===== config.mk =====
export PLATFORM = sky130hd
export DESIGN_NAME = dt_batch_aggregator
export DESIGN_NICKNAME = d
export VERILOG_FILES = /design/src/rtl/dt_pkg.sv /design/src/rtl/dt_sat_counter.sv /design/src/rtl/dt_batch_aggregator.sv
export SDC_FILE = /design/constraint.sdc
export NUM_CORES = 1
export LEC_CHECK = 0
export CAP_MARGIN = 20
export CORE_MARGIN = 4
export CORE_UTILIZATION = 50
export CTS_CLUSTER_SIZE = 14
export DETAILED_ROUTE_END_ITERATION = 10
export PLACE_DENSITY = 0.74
export SETUP_SLACK_MARGIN = 0.5
export SLEW_MARGIN = 20
export SYNTH_ARGS = -nofsm -noshare
export SYNTH_HDL_FRONTEND = slang
export SYNTH_SLANG_ARGS = --single-unit

===== constraint.sdc =====
create_clock -name clk -period 3.39 [get_ports clk]
set_input_delay 0.339 -clock clk [delete_from_list [all_inputs] [get_ports clk]]
set_output_delay 0.339 -clock clk [all_outputs]
set_load 0.02 [all_outputs]

===== src/rtl/dt_pkg.sv =====
// Shared definitions for the decision-tree batch aggregator: class codes and FSM encoding.
package dt_pkg;

  localparam logic [1:0] CLS_CLEAN    = 2'b00;
  localparam logic [1:0] CLS_INFECTED = 2'b01;
  localparam logic [1:0] CLS_OTHER    = 2'b10;
  localparam logic [1:0] CLS_INVALID  = 2'b11;

  typedef enum logic [2:0] {
    ST_IDLE   = 3'd0,
    ST_ISSUE  = 3'd1,
    ST_WAIT   = 3'd2,
    ST_RECORD = 3'd3,
    ST_FINISH = 3'd4
  } state_e;

endpackage


===== src/rtl/dt_sat_counter.sv =====
// Tally counter with synchronous clear and enable that sticks at all-ones instead of wrapping.
module dt_sat_counter #(
  parameter int CNT_W = 8
) (
  input  logic             clk,
  input  logic             rst,
  input  logic             clr_i,
  input  logic             en_i,
  output logic [CNT_W-1:0] cnt_o
);

  logic [CNT_W-1:0] cnt_q, cnt_d;

  always_comb begin
    cnt_d = cnt_q;
    if (clr_i) begin
      cnt_d = '0;
    end else if (en_i && (cnt_q != {CNT_W{1'b1}})) begin
      cnt_d = cnt_q + CNT_W'(1);
    end
  end

  always_ff @(posedge clk or negedge rst) begin
    if (!rst) begin
      cnt_q <= '0;
    end else begin
      cnt_q <= cnt_d;
    end
  end

  assign cnt_o = cnt_q;

endmodule


===== src/rtl/dt_batch_aggregator.sv =====
// Batch sequencer for the decision-tree core: issues one start per sample, tallies the
// class results, watchdogs each classification and produces an infected/clean verdict.
module dt_batch_aggregator
  import dt_pkg::*;
#(
  parameter int NUM_SAMPLES    = 16,
  parameter int CNT_W          = 8,
  parameter int TIMEOUT_CYCLES = 1024,
  parameter int INFECT_THRESH  = 4
) (
  input  logic             clk,
  input  logic             rst,
  input  logic             batch_start,
  output logic             dt_start,
  input  logic [1:0]       dt_class,
  input  logic             dt_done,
  output logic             busy,
  output logic [CNT_W-1:0] cnt_clean,
  output logic [CNT_W-1:0] cnt_infected,
  output logic [CNT_W-1:0] cnt_other,
  output logic             batch_done,
  output logic             verdict_infected,
  output logic             timeout_err,
  output logic [2:0]       dbg_state
);

  // Protocol: batch_start is a 1-cycle request honoured only in IDLE (no back-pressure);
  // dt_start is a 1-cycle pulse; dt_done is a level and only its rising edge is a result.
  localparam int WDOG_W = $clog2(TIMEOUT_CYCLES + 1);
  localparam logic [WDOG_W-1:0] WDOG_LAST = WDOG_W'(TIMEOUT_CYCLES - 1);
  localparam logic [CNT_W-1:0]  IDX_LAST  = CNT_W'(NUM_SAMPLES - 1);

  state_e            state_q, state_d;
  logic [CNT_W-1:0]  idx_q, idx_d;
  logic [WDOG_W-1:0] wdog_q, wdog_d;
  logic [1:0]        class_q, class_d;
  logic              verdict_q, verdict_d;
  logic              tmo_q, tmo_d;
  logic              done_q;
  logic              done_rise;
  logic              clr_tally;
  logic              rec;
  logic              en_clean, en_infected, en_other;

  assign done_rise = dt_done & ~done_q;

  always_comb begin
    state_d   = state_q;
    idx_d     = idx_q;
    wdog_d    = wdog_q;
    class_d   = class_q;
    verdict_d = verdict_q;
    tmo_d     = tmo_q;
    clr_tally = 1'b0;
    case (state_q)
      ST_IDLE: begin
        if (batch_start) begin
          clr_tally = 1'b1;
          idx_d     = '0;
          tmo_d     = 1'b0;
          verdict_d = 1'b0;
          state_d   = ST_ISSUE;
        end
      end
      ST_ISSUE: begin
        wdog_d  = '0;
        state_d = ST_WAIT;
      end
      ST_WAIT: begin
        wdog_d = wdog_q + WDOG_W'(1);
        // A result arriving on the watchdog's last cycle still counts.
        if (done_rise) begin
          class_d = dt_class;
          state_d = ST_RECORD;
        end else if (wdog_q == WDOG_LAST) begin
          tmo_d   = 1'b1;
          state_d = ST_FINISH;
        end
      end
      ST_RECORD: begin
        idx_d   = idx_q + CNT_W'(1);
        state_d = (idx_q == IDX_LAST) ? ST_FINISH : ST_ISSUE;
      end
      ST_FINISH: begin
        verdict_d = ({{(32 - CNT_W){1'b0}}, cnt_infected} >= $unsigned(INFECT_THRESH));
        state_d   = ST_IDLE;
      end
      default: state_d = ST_IDLE;
    endcase
  end

  always_ff @(posedge clk or negedge rst) begin
    if (!rst) begin
      state_q   <= ST_IDLE;
      idx_q     <= '0;
      wdog_q    <= '0;
      class_q   <= '0;
      verdict_q <= 1'b0;
      tmo_q     <= 1'b0;
      done_q    <= 1'b0;
    end else begin
      state_q   <= state_d;
      idx_q     <= idx_d;
      wdog_q    <= wdog_d;
      class_q   <= class_d;
      verdict_q <= verdict_d;
      tmo_q     <= tmo_d;
      done_q    <= dt_done;
    end
  end

  assign rec         = (state_q == ST_RECORD);
  assign en_clean    = rec && (class_q == CLS_CLEAN);
  assign en_infected = rec && (class_q == CLS_INFECTED);
  assign en_other    = rec && ((class_q == CLS_OTHER) || (class_q == CLS_INVALID));

  dt_sat_counter #(.CNT_W(CNT_W)) u_cnt_clean (
    .clk   (clk),
    .rst   (rst),
    .clr_i (clr_tally),
    .en_i  (en_clean),
    .cnt_o (cnt_clean)
  );

  dt_sat_counter #(.CNT_W(CNT_W)) u_cnt_infected (
    .clk   (clk),
    .rst   (rst),
    .clr_i (clr_tally),
    .en_i  (en_infected),
    .cnt_o (cnt_infected)
  );

  dt_sat_counter #(.CNT_W(CNT_W)) u_cnt_other (
    .clk   (clk),
    .rst   (rst),
    .clr_i (clr_tally),
    .en_i  (en_other),
    .cnt_o (cnt_other)
  );

  assign dt_start         = (state_q == ST_ISSUE);
  assign busy             = (state_q == ST_ISSUE) || (state_q == ST_WAIT) || (state_q == ST_RECORD);
  assign batch_done       = (state_q == ST_FINISH);
  assign verdict_infected = verdict_q;
  assign timeout_err      = tmo_q;
  assign dbg_state        = state_q;

endmodule

# Yosys cells after proc, flatten, opt, wreduce, memory -nomap -nowiden
# Index checks and enable logic that the tools add are counted.
[totals] ff_bits=51 latch_bits=0 mem_bits_rw=0 rom_bits=0 in_bits=6 output_inout_bits=32 wordCells=78 mem_count=0
[classes] n_addsub=5 mul=0 div=0 order_cmp=1 eq_ne=16 shifts=0 mux=21 bitwise=2 reduce_logical=23
[ops] op="8-bit two-way mux" count=7
[ops] op="8-bit by 1-bit adder with 8-bit output, second input constant" count=4
[ops] op="8-bit inequality test, second input constant" count=3
[ops] op="11-bit case mux with 2 select lines" count=1
[ops] op="8-bit case mux with 2 select lines" count=1
[ops] op="2-bit nonzero test" count=7
[ops] op="3-bit two-way mux" count=4
[ops] op="3-bit case mux with 4 select lines" count=1
[ops] op="11-bit by 1-bit adder with 11-bit output, second input constant" count=1
[ops] op="11-bit by 10-bit == test with 1-bit output, second input constant" count=1
[ops] op="8-bit by 4-bit == test with 1-bit output, second input constant" count=1
[ops] op="8-bit by 3-bit >= comparator with 1-bit output, second input constant" count=1
[ops] op="2-bit AND reduction" count=4
[ops] op="3-bit by 2-bit == test with 1-bit output, second input constant" count=2
[ops] op="1-bit logical AND" count=6
[ops] op="2-bit inequality test, second input constant" count=3
[ops] op="1-bit two-way mux" count=5
[ops] op="2-bit == test, second input constant" count=2
[ops] op="1-bit case mux with 2 select lines" count=2
[ops] op="4-bit AND reduction" count=1
[ops] op="3-bit by 1-bit == test with 1-bit output, second input constant" count=1
[ops] op="3-bit == test, second input constant" count=1
[ops] op="3-bit zero test" count=1
[ops] op="1-bit logical OR" count=3
[ops] op="other kinds (5)" count=5

# Depth between registers and ports, before layout
# Gate-level depths: netlist of run 1.
[depth] depth_word=6 depth_mapped=7 depth_no_buf=6

# Hierarchy
# From an unflattened synthesis of run 1, not the netlist that was laid out.
[hier_totals] hier_cells=288 area_unflattened_um2=2793.9
[by_module_without_submodules] mod="dt_batch_aggregator" n_inst=1 cells_per_inst=141 area_per_inst_um2=1401.3 seq_area_each_um2=675.6
[by_module_without_submodules] mod="dt_sat_counter" n_inst=3 cells_per_inst=49 area_per_inst_um2=464.2 seq_area_each_um2=200.2

# Least setup slack after synthesis of run 1
# No wires, ideal clock.
[synth_path] path_kind="reg-to-reg" from="reg state_q[0] (netlist: dbg_state[0])" to="reg wdog_q[10]" setup_ns=0.079 arrival_time_ns=1.724 t_required_ns=3.311 path_slack_ns=1.586 path_stages_with_launch=7 n_path_buf=2 period_less_slack_ns=1.804 cell_sequence="dfrtp_1 > buf_6 > or3b_4 > or2_1 > buf_6 > nor3_4 > mux2i_1"
[synth_between] elab_chain_len=2 elab_cells_between_ends=4 classes_between="2 x eq/ne; 1 x mux; 1 x reduce/logical"
[synth_lines] item="from (decl)" line="dt_batch_aggregator.sv:33" rtl="state_e state_q, state_d;"
[synth_lines] item="from (signal assigned)" line="dt_batch_aggregator.sv:102" rtl="state_q <= state_d;"
[synth_lines] item="3-bit by 2-bit == test with 1-bit output or 3-bit by 1-bit == test with 1-bit output (tied branches)" line="dt_batch_aggregator.sv:55" rtl="case (state_q)"
[synth_lines] item="11-bit case mux with 2 select lines or 2-bit nonzero test (tied branches)"
[synth_lines] item="to (signal assigned)" line="dt_batch_aggregator.sv:104" rtl="wdog_q <= wdog_d;"
[synth_lines] item="to (decl)" line="dt_batch_aggregator.sv:35" rtl="logic [WDOG_W-1:0] wdog_q, wdog_d;"
# Several ways; a longest one is shown, not always the timed one.
# A chain may end at the register's enable or synchronous reset.

# Worst setup path in the final report of run 1
[layout_path] from="reg state_q[0] (netlist: dbg_state[0])" to="out dt_start"
[layout_between] elab_chain_len=1
[layout_lines] item="3-bit by 1-bit == test with 1-bit output" line="dt_batch_aggregator.sv:141" rtl="assign dt_start = (state_q == ST_ISSUE);"
[layout_lines] item="to (decl)" line="dt_batch_aggregator.sv:14" rtl="output logic dt_start,"
# Every way passes these cells.

==> results of run 1 <==
[registers in the layout, indices dropped and copies added, names as in the netlist]
signal                flops
u_cnt_clean.cnt_o         8
dbg_state                 3
wdog_q                   11
u_cnt_infected.cnt_o      8
verdict_infected          1
u_cnt_other.cnt_o         8
timeout_err               1
done_q                    1
class_q                   2
idx_q                     8
[layout by cell type, fill, tap and decap left out, types with 4 or more instances in the layout]
cell,count
dfrtp_1,51
nand4_1,8
and3_1,12
a31oi_1,4
nand2_1,30
nor2_1,21
clkbuf_8,5
nor3_1,8
mux2i_1,12
nand3_1,15
a21oi_1,10
clkdlybuf4s50_1,36
a211oi_1,5
o21ai_0,17
nor4_1,4
o31ai_1,4
ha_1,6
inv_1,7
o211ai_1,4
a211o_1,6
[critical path, stage by stage (launching register included)]
cell and delay, ps:
dfrtp_1 570, or2b_1 280, or2_2 350, inv_1 90, clkdlybuf4s50_1 600
[layout make-up]
type / count / area share [%]
well taps: 70 / 2.73
clock buffers: 6 / 2.26
repair buffers: 39 / 11.8
multi-input cells: 204 / 40.7
clock inverters: 2 / 1.87
flip-flops and latches: 51 / 39.8
inverters: 7 / 0.818
[logic make-up (layout without fill, tap and decap cells)]
group	count (synthesis)	after routing	synth area share [%]
fa+ha+maj	6	6	2.81
xor+xnor	3	3	0.984
compound gates	57	57	14.5
buf+inv	18	54	3.23
mux	14	14	5.34
simple gates	124	124	25.4
flops	51	51	47.8
[stage by stage]
| step | setup WS (ps) | power [mW] |
|---|---|---|
| 6_report | 871 | 1.97 |
| 5_1_grt | 729 | 2.09 |
| 4_1_cts | 862 | 1.98 |
| 3_5_place_dp | 1210 | 1.49 |
| 3_3_place_gp | 1240 | 1.46 |
| 2_1_floorplan | 1590 | 1.25 |
[worst max path at each step]
stage          slack, ps    startpoint  cells past startpoint         end
6_report             870  dbg_state[0]                      4    dt_start
5_1_grt              730  dbg_state[0]                      4    dt_start
4_1_cts              860  dbg_state[0]                      4    dt_start
3_5_place_dp        1210  dbg_state[0]                      4    dt_start
3_3_place_gp        1240  dbg_state[0]                      4    dt_start
2_1_floorplan       1590  dbg_state[0]                      6  wdog_q[10]
[power breakdown]
part           total (mW)  internal (mW)  switching [mW]
logic               0.655          0.260           0.395
clock network       0.494          0.295           0.199
registers           0.822          0.692           0.130
[routing by layer]
metal	part of all wire [%]	GRT usage, %	vias up	wire length, um
met5	0	0	-	0
met4	1.4	6.25	0	82
met3	3.4	3.55	8	202
met2	46	30.8	48	2710
met1	49	26.5	1092	2880
li1	-	-	1075	-
==> metrics.md, run 1 <==
| Metric | Value |
|---|---|
| CP startpoint kind | register |
| Crit path capture type | output port |
| GRT Total Usage | 19.3% |
| Worst-Skew Late Latency | 300 ps |
| Seq. cell area | 1280 um^2 |
| CTS tree | yes |
| Io pins | 38 |
| Final HPWL DP | 4150 um |
| Synth-to-Final Area Change | 20.2% |
| PwrDens | 614 nW/um^2 |
| Final period utilization | 74.3% |
| Layout Nets | 320 |
| Relative slew slack | 55.6% |
| Antenna-violating nets left | 0 |
| Per-cell routed wire length | 15.5 um |
| Top FF cell, synth | dfrtp_1 |
| Design area | 3210 um^2 |
| Worst Hold Class | input port to async pin |
| Fmax | 397 MHz |
| Post-detailed-routing wire length | 5870 um |
| Die width | 81.1 um |
| Reg2Reg Depth | 4 |
| Initial core utilization | 51.9% |
| R2R Setup Slk | 1250 ps |
| Vias in the first global route | 2059 |
| Most numerous cell in the Yosys netlist | dfrtp_1 |
| Drt drc | 0 |
| Synth cell types | 46 |
| Layout cells sized above 1 | 7.12% |
| CP required | 3050 ps |
| Critical-path maximum fanout | 12 |
| Antenna Cells | 0 |
| Slew @ Worst Pin | 666 ps |
| Clock Skew | 8.07 ps |
| Clock slew at reported path FFs | 90 ps |
| Die span in y | 81.1 um |
| DR vias | 2223 |
| Max Transition Viols Final | 0 |
| Largest net degree at the start of global routing | 30 |
| Non-Filler Instances | 379 |
| Clock Path Buffers | 2 |
| Post-synthesis cell area | 2670 um^2 |
| H-tree Lvls | 2 |
| Final number of hold-violating endpoints | 0 |
| Hold buffer count at cts | 0 |
| Cells after Synth | 273 |
| Peak VDD IR | 310 uV |
| Area post-placement | 3080 um^2 |
| Num CTS Buffers | 5 |
| Setup TNS | 0 ps |
| Status | completed |
| Core area | 5140 um^2 |
| Area leader, netlist | dfrtp_1 |
| Worst R2R Start | dbg_state[2] |
| Antenna violations before repair | 0 |
| Setup Viol. Count Final | 0 |
| RR Endpoint | u_cnt_clean.cnt_o[4] |
| Final core utilization | 62.5% |
| Gpl congestion | 0.770 |
| WS Path Type | register to output port |
| 1st-iter DRT viols | 125 |
| DR vias/cell | 5.87 |
| Seq/Total Area, Yosys | 47.8% |
| Syn_nets | 285 |
| Post-synth EDFFs | 0 |
| Max-cap violations | 0 |
| Clock sink total | 51 |
| CTS Root Cell | clkbuf_8 |
| Synth area leaders | dfrtp_1, mux2i_1, nand2_1 |
| Final min period | 2520 ps |
| Crit path DAT | 2180 ps |
| Top cell type's share of synthesized area | 47.8% |
| Unrepaired setup endpoints after global routing | false |
| P_leak | 1.45 nW |
| Layout fillers | 469 |
| Multi-input logic area | 1310 um^2 |
| # rows | 26 |
| Register bit total from synthesis | 51 |
| First-pass GRT wire length | 9790 um |
| Fin Hold WS | 63.9 ps |
| Global route total overflow | 0 |
| Die area | 6570 um^2 |
| Post-CTS Setup Bufs | 0 |
| Syn avg cell area | 9.78 um^2 |
| Dpl cells | 371 |
| Yosys warns | 0 |
| Async set-reset flop share out of synthesis | 100% |
| Top cells by count, synth | dfrtp_1, nand2_1, nor2_1, o21ai_0, nand3_1 |
| 1st-pass router iterations | 4 |
| IO buf count | 37 |
| Post-CTS sizing | 0 |
Power figures use the tool's default switching activity.
==> run 2: changes to the inputs <==
clock period = 2.4 ns   (was 3.39 ns; I/O delays follow)
==> run 2 against run 1 <==
Compared with the run above: via count is 3.1% lower; sequential share of layout area is 0.29 points lower; register-to-register slack worse by 660 ps.
==> metrics.md, run 2 (synthesis gave the netlist of run 1 again) <==
| Metric | Value |
|---|---|
| H-tree Lvls | 2 |
| PwrDens | 809 nW/um^2 |
| Core area | 5140 um^2 |
| Fmax | 532 MHz |
| Setup Viol. Count Final | 0 |
| Clock sink total | 51 |
| Layout cells sized above 1 | 10.5% |
| Slew @ Worst Pin | 610 ps |
| Antenna Cells | 0 |
| 1st-iter DRT viols | 110 |
| Io pins | 38 |
| First-pass GRT wire length | 9550 um |
| Max-cap violations | 0 |
| # rows | 26 |
| Max Transition Viols Final | 0 |
| 1st-pass router iterations | 4 |
| Setup WS post-layout | 521 ps |
| IO buf count | 37 |
| Clock Skew | 11.6 ps |
| Pre-CTS WS | 378 ps |
| Final min period | 1880 ps |
| Status | completed |
| Num CTS Buffers | 5 |
| Critical-path maximum fanout | 13 |
| Area post-placement | 3110 um^2 |
| Setup TNS | 0 ps |
| DR vias/cell | 5.59 |
| Antenna-violating nets left | 0 |
| Clock slew at reported path FFs | 90 ps |
| Per-cell routed wire length | 14.6 um |
| CTS Root Cell | clkbuf_8 |
| Most frequent cells in the layout | dfrtp_1, clkdlybuf4s50_1, nand2_1, nor2_1, o21ai_0 |
| Largest register FFs | 11 |
| Synth-to-Final Area Change | 21.4% |
| Non-Filler Instances | 385 |
| Crit path DAT | 1640 ps |
| CP startpoint kind | register |
| WS Path Type | register to output port |
| Antenna violations before repair | 0 |
| Drt drc | 0 |
| Die area | 6570 um^2 |
| Design area | 3240 um^2 |
| Most common cell after layout, fill and taps aside | dfrtp_1 |
| Die span in y | 81.1 um |
| Clock Path Buffers | 2 |
| Largest Register | wdog_q |
| CP required | 2160 ps |
| Peak VDD IR | 450 uV |
| Worst Hold Class | input port to register |
| Post-detailed-routing wire length | 5600 um |
| Final period utilization | 78.3% |
| Crit path capture type | output port |
| DR vias | 2154 |
| Vias in the first global route | 1997 |
| Relative slew slack | 59.2% |
| Layout Nets | 326 |
| Global route total overflow | 0 |
| Dpl cells | 373 |
| Largest net degree at the start of global routing | 52 |
| P_leak | 1.47 nW |
| Worst-Skew Late Latency | 310 ps |
| Final HPWL DP | 3840 um |
| Gpl congestion | 0.825 |
| Die width | 81.1 um |
| CTS tree | yes |
| Final core utilization | 63.0% |
| GRT Total Usage | 18.8% |
| Initial core utilization | 51.9% |
| Final number of hold-violating endpoints | 0 |
| Unrepaired setup endpoints after global routing | true |
-- run 2: cell types whose count changed in the layout (fill, tap and decap cells not counted), sizes merged --
cell | before | now
clkdlybuf4s50 | 36 | 33
buf | 3 | 8
bufinv | 2 | 0
dlygate4sd2 | 0 | 2
clkinv | 0 | 1
clkbuf | 6 | 8
dlygate4sd3 | 0 | 1
-- run 2: final timing paths --
check / depth (start not counted) / slack (ps) / endpoint / start
worst max-delay path: 4 / 520 / dt_start / dbg_state[1]
worst min-delay path: 1 / 440 / done_q / dt_done
worst max register to register: 5 / 590 / wdog_q[10] / dbg_state[0]
worst min register to register: 1 / 480 / idx_q[7] / idx_q[7]
max in group asynchronous: 3 / 1700 / dbg_state[1] / rst
min in group asynchronous: 3 / 460 / u_cnt_other.cnt_o[2] / rst
-- run 2: area by class of cell --
type / count / area [um^2]
inverters: 7 / 26.3
clock buffers: 7 / 86.3
clock inverters: 1 / 8.76
multi-input cells: 204 / 1320
repair buffers: 45 / 433
fillers: 462 / 1900
well taps: 70 / 87.6
flip-flops and latches: 51 / 1280
-- run 2: repair_timing --
| item | CTS | global route |
|---|---|---|
| pin swaps | 0 | 1 |
| hold endpoints to repair | 51 | 0 |
| gates resized for setup | 4 | 6 |
| endpoints found under the setup margin | 8 | 11 |
| hold buffers | 1 | 0 |
| buffers inserted | 1 | 2 |
-- run 2: worst max-delay path: stages (launching register included) --
cell and delay [ps]:
dfrtp_2 490, or2b_1 250, or2_2 340, inv_1 90, clkbuf_2 170
-- run 2: routing by layer --
layer | routed length, um | vias up | GRT usage, %
met5 | 0 | - | 0
met4 | 70 | 0 | 6.76
met3 | 255 | 6 | 4.66
met2 | 2380 | 43 | 27.2
met1 | 2900 | 1020 | 27.3
li1 | - | 1085 | -
-- run 2: stage by stage --
step           power, mW  hold slack (ps)
6_report            2.62              436
5_1_grt             2.80              429
4_1_cts             2.62              425
3_5_place_dp        2.10              255
3_3_place_gp        2.09              255
2_1_floorplan       1.77            -55.6
-- run 2: report_power, final --
part | internal (mW) | total [mW] | switching, mW
Sequential | 0.980 | 1.14 | 0.158
Clock | 0.237 | 0.527 | 0.290
Combinational | 0.387 | 0.956 | 0.569
Total | 1.60 | 2.62 | 1.02
==> edit, RTL diff (config.mk and constraints of run 2) <==
`NUM_SAMPLES`: 16 -> 8.
--- a/src/rtl/dt_batch_aggregator.sv
+++ b/src/rtl/dt_batch_aggregator.sv
@@ -5,3 +5,3 @@
 #(
-  parameter int NUM_SAMPLES    = 16,
+  parameter int NUM_SAMPLES    = 8,
   parameter int CNT_W          = 8,
Function: no difference found for any inputs over 10 cycles, from zero or initial values and one cycle with rst low; that may be too few to reach the edited logic, so the function may still have changed.
==> edit against run 2 <==
- total power fell by 1.2%
- via count rose by 0.51%
- design area fell by 1.6%
- count of clock-buffer cells in the layout unchanged
- synthesized area is 2.0% lower
- critical endpoint is now u_cnt_clean.cnt_o[3]
- non-clock buffer count grew 2
- die area shrank 1.8%
- routed wire length down 0.73%
- combinational power up 0.4%
- sequential cell count is the same
- largest cell class unchanged
- clock power down 11%
- cell count fell by 1.8%
- setup slack improved by 58 ps
==> edit: results (changes against run 2) <==
metric,value,unit,change
DPL Wire Length,3.98,mm,was 3.84 mm
outcome,finished clean,,unchanged
PostCTS Resize Cnt,7,,was 4
Synth-to-Final Area Change,21.9,%,was 21.4%
Flop pwr share,0.447,,was 0.434
critical path's largest stage delay,670,ps,was 490 ps
area of the multi-input gates,1290,sq um,was 1320 sq um
M1 WL,2.70,mm,was 2.90 mm
dpl cell area,3070,sq um,was 3110 sq um
DR WL met3,209,um,was 255 um
"Buffers, non-clock",47,,was 45
largest cells by area after synthesis,"dfrtp_1 49%, mux2i_1 4.6%, nand2_1 4.4%",,"was dfrtp_1 48%, mux2i_1 4.5%, nand2_1 4.2%"
Met2 Wirelength,2.60,mm,was 2.38 mm
CP max FO,10,,was 13
met2 Track Usage GR,0.296,,was 0.272
Multi-In Gates,196,,was 204
data arrival time of the worst path,2020,ps,was 1640 ps
met3 usage,0.0336,,was 0.0466
share of cells above drive strength 1,0.0942,,was 0.105
clk_skew,7.00,ps,was 11.6 ps
first-pass GRT wire length,9.34,mm,was 9.55 mm
via count,2165,,was 2154
Mapped Nets,274,,was 285
Worst path slowest cell,or4b_1,,was dfrtp_2
GR Util met1,0.258,,was 0.273
# fillers,461,,was 462
post-synthesis sequential area ratio,0.488,,was 0.478
Iteration-0 DRC Markers,126,,was 110
count of non-CTS inverters in the layout,6,,was 7
sw frac,0.383,,was 0.388
post-place setup slack,340,ps,was 378 ps
dpl cells,366,,was 373
non-clock buffer share of cell area,0.136,,was 0.134
syn_area_per_cell,9.99,sq um,was 9.78 sq um
clock network area share,0.0255,,was 0.0293
Rel. slew slack,0.576,,was 0.592
nets@finish,319,,was 326
vias in the first global route,1953,,was 1997
P_sw,991,uW,was 1.02 mW
edit: changes by cell type in the layout (fill, tap and decap cells not counted), sizes merged, moves of 3 or more:
cell	run 2	this run
buf	8	11
a21oi	10	7
nor3	9	6
a211oi	6	2
nor4	4	1
nor2	21	17
o21ai	17	21
a211o	6	3
nand4	8	12
nand3	15	12
nor2b	3	0
edit: cell families after synthesis:
group | count (synthesis) | share of synthesized area
buf+inv | 15 | 0.0287
flops | 51 | 0.488
fa+ha+maj | 6 | 0.0287
simple gates | 115 | 0.240
xor+xnor | 3 | 0.0100
mux | 15 | 0.0603
compound gates | 57 | 0.144
edit: final timing paths:
kind                              start                    to  slack [ps]  cells after the start
min in group clk                dt_done                done_q         400                      1
max reg2reg                dbg_state[0]  u_cnt_clean.cnt_o[3]         580                      4
max                        dbg_state[0]  u_cnt_clean.cnt_o[3]         580                      4
max in group asynchronous           rst          dbg_state[1]        1900                      2
min reg2reg                    idx_q[7]              idx_q[7]         500                      1
min                                 rst             wdog_q[5]          50                      2
